==> config.mk <==
export PLATFORM = sky130hd
export DESIGN_NAME = phy_boot_ctrl
export DESIGN_NICKNAME = d
export VERILOG_FILES = /design/src/rtl/phy_boot_ctrl.sv
export SDC_FILE = /design/constraint.sdc
export NUM_CORES = 1
export LEC_CHECK = 0
export ABC_AREA = 1
export CORE_MARGIN = 4
export CORE_UTILIZATION = 60
export CTS_BUF_LIST = sky130_fd_sc_hd__clkbuf_4 sky130_fd_sc_hd__clkbuf_8 sky130_fd_sc_hd__clkbuf_16
export DETAILED_ROUTE_END_ITERATION = 7
export PLACE_DENSITY = 0.95
export SLEW_MARGIN = 25
export SYNTH_ARGS = -nofsm -noshare
export SYNTH_HDL_FRONTEND = slang
export SYNTH_SLANG_ARGS = --single-unit
==> constraint.sdc <==
create_clock -name init_clk -period 2.94 [get_ports init_clk]
set_input_delay 0.735 -clock init_clk [delete_from_list [all_inputs] [get_ports init_clk]]
set_output_delay 0.735 -clock init_clk [all_outputs]
set_load 0.01 [all_outputs]
==> src/rtl/phy_boot_ctrl.sv <==
// PHY power-up sequencer: holds the PHY in reset with straps driven, waits for
// link, then releases the Tx/Rx datapath. Retries on timeout, re-inits on drop.
module phy_boot_ctrl #(
  parameter int unsigned        STRAP_W          = 5,
  parameter logic [STRAP_W-1:0] STRAP_VALUE      = 5'b10000,
  parameter int unsigned        RESET_CYCLES     = 100,
  parameter int unsigned        HOLD_CYCLES      = 20,
  parameter int unsigned        LINK_TIMEOUT     = 30000,
  parameter int unsigned        LINK_DROP_CYCLES = 50,
  parameter int unsigned        MAX_RETRY        = 3
) (
  input  logic               init_clk,
  input  logic               reset,
  input  logic               soft_rst,
  input  logic               phy_linksts,
  output logic               phy_reset_n,
  output logic               strap_oe,
  output logic [STRAP_W-1:0] strap_val,
  output logic               datapath_rst,
  output logic               ready,
  output logic               fail,
  output logic [3:0]         retry_cnt,
  output logic [2:0]         state
);

  localparam int unsigned MAX_RH  = (RESET_CYCLES > HOLD_CYCLES) ? RESET_CYCLES : HOLD_CYCLES;
  localparam int unsigned MAX_CYC = (MAX_RH > LINK_TIMEOUT) ? MAX_RH : LINK_TIMEOUT;
  localparam int unsigned CNT_W   = $clog2(MAX_CYC + 1);
  localparam int unsigned DROP_W  = $clog2(LINK_DROP_CYCLES + 1);

  localparam logic [CNT_W-1:0]  RST_LAST  = CNT_W'(RESET_CYCLES - 1);
  localparam logic [CNT_W-1:0]  HOLD_LAST = CNT_W'(HOLD_CYCLES - 1);
  localparam logic [CNT_W-1:0]  TMO_LAST  = CNT_W'(LINK_TIMEOUT - 1);
  localparam logic [DROP_W-1:0] DROP_LAST = DROP_W'(LINK_DROP_CYCLES - 1);
  localparam logic [3:0]        RETRY_MAX = 4'(MAX_RETRY);

  typedef enum logic [2:0] {
    ST_RST   = 3'd0,
    ST_HOLD  = 3'd1,
    ST_WAIT  = 3'd2,
    ST_READY = 3'd3,
    ST_FAIL  = 3'd4
  } state_e;

  state_e             state_d, state_q;
  logic [CNT_W-1:0]   cnt_d, cnt_q;
  logic [DROP_W-1:0]  drop_d, drop_q;
  logic [3:0]         retry_d, retry_q;
  logic               link_p0_d, link_p0_q;
  logic               link_p1_d, link_p1_q;
  logic               link_s;
  logic               phy_reset_n_d, phy_reset_n_q;
  logic               strap_oe_d, strap_oe_q;
  logic               datapath_rst_d, datapath_rst_q;
  logic               ready_d, ready_q;
  logic               fail_d, fail_q;

  // Two-flop synchroniser for the asynchronous link status
  always_comb begin
    link_p0_d = phy_linksts;
    link_p1_d = link_p0_q;
  end

  assign link_s = link_p1_q;

  // Next-state: soft_rst overrides every timeout/link/drop event
  always_comb begin
    state_d = state_q;
    cnt_d   = cnt_q + CNT_W'(1);
    drop_d  = '0;
    retry_d = retry_q;
    if (soft_rst) begin
      state_d = ST_RST;
      cnt_d   = '0;
      retry_d = '0;
    end else begin
      case (state_q)
        ST_RST: begin
          if (cnt_q == RST_LAST) begin
            state_d = ST_HOLD;
            cnt_d   = '0;
          end
        end
        ST_HOLD: begin
          if (cnt_q == HOLD_LAST) begin
            state_d = ST_WAIT;
            cnt_d   = '0;
          end
        end
        ST_WAIT: begin
          if (link_s) begin
            state_d = ST_READY;
            cnt_d   = '0;
            retry_d = '0;
          end else if (cnt_q == TMO_LAST) begin
            cnt_d = '0;
            if (retry_q < RETRY_MAX) begin
              state_d = ST_RST;
              retry_d = retry_q + 4'd1;
            end else begin
              state_d = ST_FAIL;
            end
          end
        end
        ST_READY: begin
          cnt_d = '0;
          if (!link_s) begin
            if (drop_q == DROP_LAST) begin
              state_d = ST_RST;
            end else begin
              drop_d = drop_q + DROP_W'(1);
            end
          end
        end
        ST_FAIL: begin
          cnt_d = '0;
        end
        default: begin
          state_d = ST_RST;
          cnt_d   = '0;
        end
      endcase
    end
  end

  // Moore outputs decoded from the next state so they move with state_q
  always_comb begin
    phy_reset_n_d  = (state_d == ST_HOLD) || (state_d == ST_WAIT) || (state_d == ST_READY);
    strap_oe_d     = (state_d == ST_RST) || (state_d == ST_HOLD) || (state_d == ST_FAIL);
    datapath_rst_d = (state_d != ST_READY);
    ready_d        = (state_d == ST_READY);
    fail_d         = (state_d == ST_FAIL);
  end

  always_ff @(posedge init_clk or posedge reset) begin
    if (reset) begin
      state_q        <= ST_RST;
      cnt_q          <= '0;
      drop_q         <= '0;
      retry_q        <= '0;
      link_p0_q      <= 1'b0;
      link_p1_q      <= 1'b0;
      phy_reset_n_q  <= 1'b0;
      strap_oe_q     <= 1'b1;
      datapath_rst_q <= 1'b1;
      ready_q        <= 1'b0;
      fail_q         <= 1'b0;
    end else begin
      state_q        <= state_d;
      cnt_q          <= cnt_d;
      drop_q         <= drop_d;
      retry_q        <= retry_d;
      link_p0_q      <= link_p0_d;
      link_p1_q      <= link_p1_d;
      phy_reset_n_q  <= phy_reset_n_d;
      strap_oe_q     <= strap_oe_d;
      datapath_rst_q <= datapath_rst_d;
      ready_q        <= ready_d;
      fail_q         <= fail_d;
    end
  end

  assign phy_reset_n  = phy_reset_n_q;
  assign strap_oe     = strap_oe_q;
  assign strap_val    = STRAP_VALUE;
  assign datapath_rst = datapath_rst_q;
  assign ready        = ready_q;
  assign fail         = fail_q;
  assign retry_cnt    = retry_q;
  assign state        = state_q;

endmodule

==> impl_metrics.env <==
export IMPL_status="finished clean"
export IMPL_clk_latency_ps=360
export IMPL_worst_slack_ps=664.0
export IMPL_antenna_left=0
export IMPL_ctsHoldBuffers=0
export IMPL_grt_antenna_before_repair=0
export IMPL_max_freq_mhz=439.4
export IMPL_period_needed_ps=2276
export IMPL_grt_max_degree=36
export IMPL_finalSetupViolCount=0
export IMPL_clock_skew_ps=7.582
export IMPL_regArea_um2=878.3
export IMPL_cts_max_path_buffers=2
export IMPL_cts_tree="yes"
export IMPL_clkSlewWorstSetupHoldPaths_ps=120
export IMPL_synth_area_leaders="dfrtp_1 (42%), nand2_1 (9.1%), nor2_1 (7.0%)"
export IMPL_crit_fanout=7
export IMPL_ios=21
export IMPL_drc=0
export IMPL_total_power_uw=818.5
export IMPL_floorplan_core_area_um2=3103
export IMPL_wirelength_mm=3.820
export IMPL_dr_total_vias=1606
export IMPL_fin_area_um2=2185
export IMPL_viasPerCell=5.214
export IMPL_fp_dieH_um=65.38
export IMPL_slew_viol_final=0
export IMPL_place_area_um2=2123
export IMPL_min_period_over_period=0.7742
export IMPL_ir_worst_vdd_v=0.0002809
export IMPL_end_kind="primary output"
export IMPL_syn2layout_area_growth_pct=10.58
export IMPL_nFillCells=255
export IMPL_track_usage=0.2134
export IMPL_dieArea_um2=4275
export IMPL_port_buffers=15
export IMPL_yosysSeqAreaShare=0.4446
export IMPL_p_leak_nw=1.001
export IMPL_fin_hold_ws_ps=364.1
export IMPL_cap_viol_max_count=0
export IMPL_fin_cells=308
export IMPL_hold_viol=0
export IMPL_cts_made_buffers=5
export IMPL_cp_cell_sequence="clkdlybuf4s50_1"
export IMPL_synth_ff_latch_count=35
export IMPL_rsz0062_at_grt="no"
export IMPL_synth_top_cell_by_area="dfrtp_1"
export IMPL_dp_cells=300
export IMPL_drt_iter0_drc=148
export IMPL_cts_sinks=35
export IMPL_synthCells=245
export IMPL_postCtsSetupBuffers=0
export IMPL_crit_slowest_cell="clkdlybuf4s50_1"
export IMPL_grt_pass1_vias=1571
export IMPL_utilization=0.7040
export IMPL_initial_core_util=0.6367
export IMPL_dr_pass1_iters=4
export IMPL_final_nets=271
export IMPL_setup_worst_path_class="flip-flop to primary output"
export IMPL_avgSynthCellArea_um2=8.064
export IMPL_yosysWarnings=0
export IMPL_worst_path_buf_inv=1
export IMPL_grt_overflow=0
export IMPL_place_ws_ps=893.5
export IMPL_synth_cell_type_count=30
export IMPL_drive_above_1_share=0.1250
export IMPL_critPathTopFamily="buffers and inverters"
export IMPL_place_congestion=0.9150
export IMPL_antennaDiodeCount=0
export IMPL_cp_data_arrival_time_ps=1540
export IMPL_cts_root_buf="clkbuf_4"
export IMPL_hold_class="flip-flop to flip-flop"
export IMPL_wl_per_cell_um=12.40
export IMPL_grt_first_pass_wirelength_mm=6.900
export IMPL_p_per_area_nw_per_um2=374.7
export IMPL_netlist_area_leader_share=0.4180
export IMPL_cts_htree_levels=2
export IMPL_cp_slowest_stage_delay_ps=640
export IMPL_dp_hpwl_mm=2.864
export IMPL_die_w_um=65.38
export IMPL_fin_tns_setup_ps=0
export IMPL_synth_area_um2=1976
export IMPL_multi_input_area_um2=919.6
export IMPL_cp_required_ps=2200
export IMPL_start_kind="flip-flop"
export IMPL_rows=20
export IMPL_cts_resized=0
## cell usage after synthesis, drive strengths merged
cell type / n
nand4: 5
nand3b: 3
inv: 30
nor3: 9
nand2: 51
ha: 4
and3: 2
a21oi: 4
xor2: 13
o21ai: 1
xnor2: 1
nand3: 24
dfrtp: 33
conb: 2
o21bai: 1
and2: 1
buf: 8
nor2: 50
nor3b: 1
dfstp: 2
## layer usage
| layer | share of wire | GRT usage | vias to the layer above |
|---|---|---|---|
| met2 | 0.49 | 0.3426 | 58 |
| li1 | - | - | 792 |
| met4 | 0.029 | 0.1140 | 0 |
| met3 | 0.062 | 0.07692 | 14 |
| met5 | 0 | 0 | - |
| met1 | 0.41 | 0.2483 | 742 |
## layout by cell type (no fill, tap or decap), types with 5 or more instances in the layout
cell type	instances
dfrtp_1	33
nand3_1	23
inv_1	27
nor3_1	7
nand4_1	5
conb_1	5
nor2_2	12
xor2_1	13
clkbuf_4	5
nor2_1	37
clkdlybuf4s50_1	15
nand2_1	48
## flip-flops by register name, summed over array words and instances (netlist names), 3 cells and up
| register | count |
|---|---|
| retry_cnt | 4 |
| drop_q | 6 |
| cnt_q | 15 |
| state | 3 |
## cell families (layout without fill, tap and decap cells)
family,after synthesis,in the layout,synth area share
simple gates,146,146,0.3521
buf+inv,38,54,0.09563
fa+ha+maj,4,4,0.02533
flops,35,35,0.4446
xor+xnor,14,14,0.06207
other cells,2,5,0.003801
compound gates,6,6,0.01647
## report_power, final
group / internal (mW) / total, mW / switching [mW] / leakage [nW]
combinational: 0.0177 / 0.0518 / 0.0341 / 0.499
sequential: 0.489 / 0.496 / 0.00715 / 0.474
clock: 0.0955 / 0.271 / 0.175 / 0.0278
total: 0.602 / 0.818 / 0.217 / 1.00
## final cells by class
type | count | area share
clock inverters | 3 | 0.01088
flip-flops and latches | 35 | 0.4021
inverters | 30 | 0.05155
repair buffers | 16 | 0.07216
multi-input cells | 175 | 0.4210
well taps | 44 | 0.02520
clock buffers | 5 | 0.01718
## path summary, 6_finish.rpt
path	start	to	slack [ps]	depth (start not counted)
worst min register to register	link_p0_q	link_p1_q	360	0
max in group asynchronous	reset	datapath_rst	1840	3
worst min-delay path	link_p0_q	link_p1_q	360	0
min in group asynchronous	reset	drop_q[1]	760	3
worst max register to register	cnt_q[0]	cnt_q[3]	1230	8
worst max-delay path	state[2]	state[2]	660	1
(Power assumes the default switching activity.)
